**src/rtl/mult_seq_ctrl.sv**
```systemverilog
// Sequencer for the shift-add multiplier datapath: clears/loads, steps the
// shift/accumulate loop until the multiplier empties or the cap is hit, then
// holds a four-phase start/done handshake.
module mult_seq_ctrl #(
   parameter int ITER_MAX = 8,
   parameter int CNT_W    = 4
) (
   input  logic             clk_i,
   input  logic             rst_ni,
   input  logic             start_i,
   input  logic             abort_i,
   input  logic             zero_flag_i,
   input  logic             b0_i,
   output logic             load_o,
   output logic             prod_clr_o,
   output logic             enable_o,
   output logic             psel_o,
   output logic             busy_o,
   output logic             done_o,
   output logic [CNT_W-1:0] iter_cnt_o
);

   typedef enum logic [1:0] {
      IDLE = 2'd0,
      LOAD = 2'd1,
      RUN  = 2'd2,
      DONE = 2'd3
   } state_e;

   localparam logic [CNT_W-1:0] LastIter = CNT_W'(ITER_MAX - 1);

   state_e           state_q, state_d;
   logic [CNT_W-1:0] iterCnt_q, iterCnt_d;

   always_ff @(posedge clk_i or negedge rst_ni) begin
      if (!rst_ni) begin
         state_q   <= IDLE;
         iterCnt_q <= '0;
      end else begin
         state_q   <= state_d;
         iterCnt_q <= iterCnt_d;
      end
   end

   // Abort wins over every transition and suppresses all datapath strobes.
   always_comb begin
      state_d   = state_q;
      iterCnt_d = iterCnt_q;
      enable_o  = 1'b0;
      psel_o    = 1'b0;
      unique case (state_q)
         IDLE: begin
            if (start_i && !abort_i) state_d = LOAD;
         end
         LOAD: begin
            iterCnt_d = '0;
            state_d   = abort_i ? IDLE : RUN;
         end
         RUN: begin
            if (abort_i) begin
               state_d = IDLE;
            end else if (zero_flag_i) begin
               state_d = DONE;
            end else begin
               enable_o  = 1'b1;
               psel_o    = b0_i;
               iterCnt_d = iterCnt_q + 1'b1;
               if (iterCnt_q == LastIter) state_d = DONE;
            end
         end
         DONE: begin
            if (abort_i || !start_i) state_d = IDLE;
         end
         default: state_d = IDLE;
      endcase
   end

   assign load_o     = (state_q == LOAD) && !abort_i;
   assign prod_clr_o = (state_q == LOAD) && !abort_i;
   assign busy_o     = (state_q == LOAD) || (state_q == RUN);
   assign done_o     = (state_q == DONE);
   assign iter_cnt_o = iterCnt_q;

endmodule

```
**config.mk**
```make
export PLATFORM = sky130hd
export DESIGN_NAME = mult_seq_ctrl
export DESIGN_NICKNAME = d
export VERILOG_FILES = /design/src/rtl/mult_seq_ctrl.sv
export SDC_FILE = /design/constraint.sdc
export NUM_CORES = 1
export LEC_CHECK = 0
export BUFFER_PORTS_ARGS = -buffer_cell sky130_fd_sc_hd__buf_2
export CAP_MARGIN = 20
export CORE_AREA = 2 2 39 41
export DETAILED_ROUTE_END_ITERATION = 12
export DIE_AREA = 0 0 41 43
export HOLD_SLACK_MARGIN = 0.03
export PLACE_DENSITY = 0.66
export SLEW_MARGIN = 10
export SYNTH_ARGS = -nofsm -noshare
export SYNTH_HDL_FRONTEND = slang
export SYNTH_SLANG_ARGS = --single-unit
```
**constraint.sdc**
```tcl
create_clock -name clk_i -period 2.9 [get_ports clk_i]
set_input_delay 0.29 -clock clk_i [delete_from_list [all_inputs] [get_ports clk_i]]
set_output_delay 0.29 -clock clk_i [all_outputs]
set_load 0.05 [all_outputs]
```
==> results of run 1 <==
-- layout make-up --
cell class / count / area (um2)
Fill cell: 147 / 825
Timing Repair Buffer: 16 / 85.1
Clock buffer: 3 / 22.5
Tap cell: 16 / 20.0
Sequential cell: 6 / 150
Multi-Input combinational cell: 32 / 270
Inverter: 3 / 11.3
-- timing repair --
item,4_1_cts,5_1_grt
setup buffers,0,0
hold buffers,1,0
endpoints found under the hold margin,6,0
-- routing by layer --
metal  vias to the layer above  routed length (um)  part of all wire [%]
met1                       177                 354                    42
met5                         -                   0                     0
li1                        185                   -                     -
met3                         2                  53                   6.3
met2                        10                 418                    50
met4                         0                  12                   1.4
-- registers in the layout, summed over array words and instances, names as in the netlist --
name and cells:
state_q 2, iter_cnt_o 4
-- cell families after synthesis --
| kind of cell | share of synthesized area [%] |
|---|---|
| AO/OA/AOI/OAI | 9.80 |
| adder cells (fa/ha/maj) | 14.0 |
| buffers and inverters | 5.88 |
| flip-flops | 33.6 |
| multiplexers | 12.0 |
| AND/OR/NAND/NOR | 24.7 |
-- placed cells by master (no fill, tap or decap) --
master,netlist,routed
or3b_1,1,1
mux2_1,2,2
and2_1,1,1
clkbuf_4,0,3
nand3_1,1,1
nor3b_4,1,1
nand3b_1,1,1
buf_2,0,15
and3_1,2,2
inv_1,3,3
dlygate4sd3_1,0,1
mux2_2,1,1
and2b_2,1,1
nor3_1,2,2
a221oi_2,1,1
a22o_1,1,1
ha_1,5,5
mux2i_1,2,2
nor2b_1,1,1
dfrtp_1,6,6
a21oi_1,4,4
nand2b_1,1,1
and3b_1,1,1
nor2_1,3,3
-- power breakdown --
group / internal (uW) / total [uW] / switching, uW
clock network: 46.5 / 71.6 / 25.1
registers: 106 / 127 / 21.1
logic: 105 / 329 / 224
-- worst reg2reg max path, delay by kind of cell, from the launching register on --
family          cells  cell delay [ps]
mux                 1              370
compound gates      1              310
flops               1              360
buf+inv             1               80
fa+ha+maj           1              290
simple gates        1              210
-- stage by stage --
| step | instance area (um2) | power [uW] | util, % |
|---|---|---|---|
| floorplan | 447 | 408 | - |
| global placement | 527 | 456 | 38.1 |
| detailed placement | 527 | 463 | 38.1 |
| CTS | 559 | 541 | 40.4 |
| global route | 559 | 572 | 40.4 |
| finish | 559 | 527 | 40.4 |
-- worst min path at each step --
stage / from / cells past startpoint / endpoint / slack, ps
6_report: rst_ni / 2 / iter_cnt_o[2]$_DFFE_PN0P_ / 400
5_1_grt: rst_ni / 2 / iter_cnt_o[2]$_DFFE_PN0P_ / 410
4_1_cts: rst_ni / 2 / iter_cnt_o[2]$_DFFE_PN0P_ / 390
3_5_place_dp: rst_ni / 1 / iter_cnt_o[2]$_DFFE_PN0P_ / 120
3_3_place_gp: rst_ni / 1 / iter_cnt_o[2]$_DFFE_PN0P_ / 110
2_1_floorplan: rst_ni / 0 / iter_cnt_o[0]$_DFFE_PN0P_ / -6
==> reports/qor.yml, run 1 <==
cts_made_buffers: 3
insertion_delay_ps: 240
rr_worst_depth: 5
hp-class: "input port to asynchronous set/reset pin"
start_util_pct: 32.3
hpwlAfterDp_um: 746
clock-root-buffer: "clkbuf_4"
synth-seq-area-share_pct: 33.6
core-area_um2: 1380
grt_pass1_wl_um: 1350
max_cap_viol_count: 0
path_cells: "inv_1 > ha_1 > nor3b_4 > and2_1 > buf_2"
fp.dieArea_um2: 1760
nNetsFinal: 73
crit_family: "simple AND/OR/NAND/NOR gates"
worstReg2RegEnd: "state_q[1]$_DFFE_PN0P_"
grt-ovfl-total: 0
routed_wl_um: 838
synth_edf_count: 0
pre_cts_slack_ps: 1050
setup_violations: 0
critPathArrivalTime_ps: 1800
endpoint: "psel_o"
async_flop_share_pct: 100
relSlewSlack_pct: 80.7
fin_crit_ps: 2090
rsz0062_at_grt: "false"
yosysMostFrequentCell: "dfrtp_1"
path_buf_inv: 2
ant_nets: 0
r2r_setup_slack_ps: 1150
critPathKind: "flop to output pin"
via_per_inst: 4.92
synth.area.top_cells: "dfrtp_1 (34%), ha_1 (14%), mux2_1 (5.0%), a21oi_1 (4.5%), mux2i_1 (4.5%)"
worst_slew_pin_slew_ps: 289
antenna_found_initial: 0
p_leak_uw: 0.000309
htree_levels: 1
hold_violations: 0
clock_sink_count: 6
synth_area_um2: 447
finalMaxSlewViolations: 0
synth_cell_types: 22
synth_area_leader_cell: "dfrtp_1"
clk_pin_slew_ps: 40
cts_tree: "done"
cts_buffer_depth: 2
ys_top_cells_by_count: "dfrtp_1 (6), ha_1 (5), a21oi_1 (4)"
vdd_drop_max_v: 0.000371
post-place-cells: 72
area_growth_pct: 25.2
finalWorstSetupSlack_ps: 805
firstDrtPassIters: 2
worstSetupEndpointType: "output pin"
cts_resized: 0
ys_warn_count: 0
fmax_mhz: 477
whs_ps: 401
rr_startpoint: "state_q[0]$_DFFE_PN0P_"
cpPeakStageDelay_ps: 390
outcome: "finished clean"
synth_ff_type: "dfrtp_1"
synth.net_count: 54
worst-path-stages: 5
port-buffer-count: 15
yosys_register_bits: 6
worstPathMaxFanout: 8
fin_crit_sh_pct: 72.2
worst_path_max_delay_cell: "dfrtp_1"
remaining_drc_errors: 0
crit_path_start: "state_q[0]$_DFFE_PN0P_"
avgRoutedWirePerCell_um: 11.0
drt_iter0_markers: 2
grt_pass1_vias: 327
grt-busiest-layer: "met2"
start_kind: "flop"
grt_util_met1_pct: 13.6
netlist_instances: 43
tns_ps: 0
gp_congestion: 0.680
diodes: 0
stdcell_count: 76
grt_max_degree: 9
ios: 16
met3_usage_pct: 1.57
layout-drive-gt1-share_pct: 36.7
vias: 374
pwr_density_cell_nw_per_um2: 942
use_met2_pct: 17.8
required_ps: 2610
avgSynthCellArea_um2: 10.4
fp.dieH_um: 43
fin_skew_ps: 2.84
rows: 14
track_usage_pct: 12.1
die-width_um: 41
synth_top_area_share_pct: 33.6
Note: power is estimated with default switching activity, not from simulation.
==> run 2: changes to the inputs <==
Settings changed: PLACE_DENSITY 0.66 to 0.68.
Clock period 2.9 ns to 1.81 ns, I/O delays scaled along.
==> reports/qor.yml, run 2 (synthesized netlist as in run 1, its figures left out) <==
vias: 375  # was 374
start_util_pct: 32.3  # unchanged
relSlewSlack_pct: 80.6  # was 80.7%
cts_made_buffers: 3  # unchanged
fin_skew_ps: 1.57  # was 2.84 ps
worstSetupEndpointType: "output pin"  # unchanged
fin_crit_ps: 1710
remaining_drc_errors: 0  # unchanged
grt_max_degree: 9  # unchanged
combPwrFrac_pct: 62.5  # was 62.4%
track_usage_pct: 11.9  # was 12.1%
p_leak_uw: 0.000319  # was 0.000309 uW
fill_cells: 139  # was 147
tns_ps: 0  # unchanged
p_clk_share_pct: 13.4  # was 13.6%
layout-drive-gt1-share_pct: 43.5  # was 36.7%
max_cap_viol_count: 0  # unchanged
via_per_inst: 4.81  # was 4.92
rsz0062_at_grt: "false"  # unchanged
drt_iter0_markers: 8  # was 2
switching_share_pct: 51.3  # was 51.2%
routed_wl_um: 867  # was 838 um
fp.dieH_um: 43  # unchanged
seq_power_share_pct: 24.1  # was 24.0%
stdcell_count: 78  # was 76
htree_levels: 1  # unchanged
ant_nets: 0  # unchanged
rows: 14  # unchanged
hold_violations: 0  # unchanged
setup_violations: 0  # unchanged
whs_ps: 291  # was 401 ps
finalMaxSlewViolations: 0  # unchanged
clock-root-buffer: "clkbuf_4"  # unchanged
clk_pin_slew_ps: 40  # about the same
cpPeakStageDelay_ps: 400  # was 390 ps
cts_buffer_depth: 2  # unchanged
avgRoutedWirePerCell_um: 11.1  # was 11.0 um
antenna_found_initial: 0  # unchanged
wl_met2_um: 424  # was 418 um
pre_cts_slack_ps: 205  # was 1050 ps
wirelength_met1_um: 382  # was 354 um
post-place-cells: 72  # unchanged
layout_commonest_cell: "buf_2"  # unchanged
p_switching_uw: 446  # was 270 uW
worstPathMaxFanout: 8  # unchanged
start_kind: "flop"  # unchanged
final_cell_mix: "buf_2 (14), dfrtp_1 (6), a21oi_1 (4), ha_1 (4), clkbuf_4 (4)"  # was buf_2 (15), dfrtp_1 (6), ha_1 (5), a21oi_1 (4)
hp-class: "input port to asynchronous set/reset pin"  # unchanged
worst_path_max_delay_cell: "dfrtp_1"  # unchanged
largest_reg_flops: 4  # unchanged
path_cells: "inv_2 > ha_4 > nor3b_4 > and2_4 > clkbuf_4"  # was inv_1 > ha_1 > nor3b_4 > and2_1 > buf_2
vdd_drop_max_v: 0.000470  # was 0.000371 V
outcome: "finished clean"  # unchanged
ios: 16  # unchanged
insertion_delay_ps: 240  # about the same
required_ps: 1630  # was 2610 ps
fin_crit_sh_pct: 94.4
diodes: 0  # unchanged
port-buffer-count: 15  # unchanged
p_int_uw: 424  # was 257 uW
critPathKind: "flop to output pin"  # unchanged
finalWorstSetupSlack_ps: 102  # was 805 ps
worst_slew_pin_slew_ps: 292  # was 289 ps
cts_tree: "done"  # unchanged
fmax_mhz: 586
area_growth_pct: 32.5  # was 25.2%
rr_worst_depth: 6  # was 5
met3_length_um: 60  # was 53 um
top_layer: "met3"  # was met4
clock_sink_count: 6  # unchanged
nNetsFinal: 75  # was 73
grt_pass1_vias: 336  # was 327
grt_pass1_wl_um: 1410  # was 1350 um
critPathArrivalTime_ps: 1530  # was 1800 ps
firstDrtPassIters: 4  # was 2
r2r_setup_slack_ps: 100  # was 1150 ps
gp_congestion: 0.657  # was 0.680
die-width_um: 41  # unchanged
fp.dieArea_um2: 1760  # unchanged
pwr_density_cell_nw_per_um2: 1470  # was 942 nW/um2
grt-ovfl-total: 0  # unchanged
core-area_um2: 1380  # unchanged
run 2: changes by cell type in the layout (fill, tap and decap cells not counted), sizes merged:
cell    previous run  this run
clkbuf             3         4
buf               15        16
run 2: routing by layer:
metal | global-route usage (%) | vias to the layer above
li1 | - | 188
met2 | 17.8 | 12
met3 | 3.14 | 0
met5 | 0 | -
met1 | 14.9 | 175
met4 | 6.00 | 0
run 2: cell type report:
| cell class | count | area [um2] | share of cell area (%) |
|---|---|---|---|
| tap | 16 | 20.0 | 3.38 |
| timing repair buffer | 18 | 103 | 17.3 |
| multi-input combinational | 32 | 285 | 48.2 |
| inverter | 3 | 11.3 | 1.90 |
| sequential | 6 | 150 | 25.4 |
| clock buffer | 3 | 22.5 | 3.81 |
run 2: repair_timing:
item                                   in CTS  in global routing
setup endpoints to repair                   1                  1
setup buffers                               2                  0
hold buffers                                1                  0
endpoints found under the hold margin       6                  0
resized for setup                           0                  1
run 2: through the flow:
stage	power, uW	area, um2	utilization [%]
finish	869	592	42.8
global route	933	592	42.8
CTS	884	589	42.6
detailed placement	755	542	39.2
global placement	750	542	39.2
floorplan	674	465	-
run 2: path summary, 6_finish.rpt:
path	end	from
worst max register to register	state_q[1]$_DFFE_PN0P_	state_q[0]$_DFFE_PN0P_
min in group clk_i	iter_cnt_o[2]$_DFFE_PN0P_	zero_flag_i
worst min-delay path	iter_cnt_o[2]$_DFFE_PN0P_	rst_ni
worst max-delay path	psel_o	state_q[0]$_DFFE_PN0P_
max in group asynchronous	state_q[0]$_DFFE_PN0P_	rst_ni
worst min register to register	iter_cnt_o[2]$_DFFE_PN0P_	iter_cnt_o[2]$_DFFE_PN0P_
run 2: power groups by stage:
stage	clock network, uW	logic, uW	registers (uW)
after floorplan	0	424	250
after CTS	122	551	211
after detailed placement	0	543	212
after global routing	131	587	216
after global placement	0	539	211
final	117	543	210
run 2: critical path: cells and delay by family, from the launching register on:
kind	cells	cell delay (ps)
buffers and inverters	2	310
DFF	1	400
adders and majority gates	1	170
and+or+nand+nor	2	410
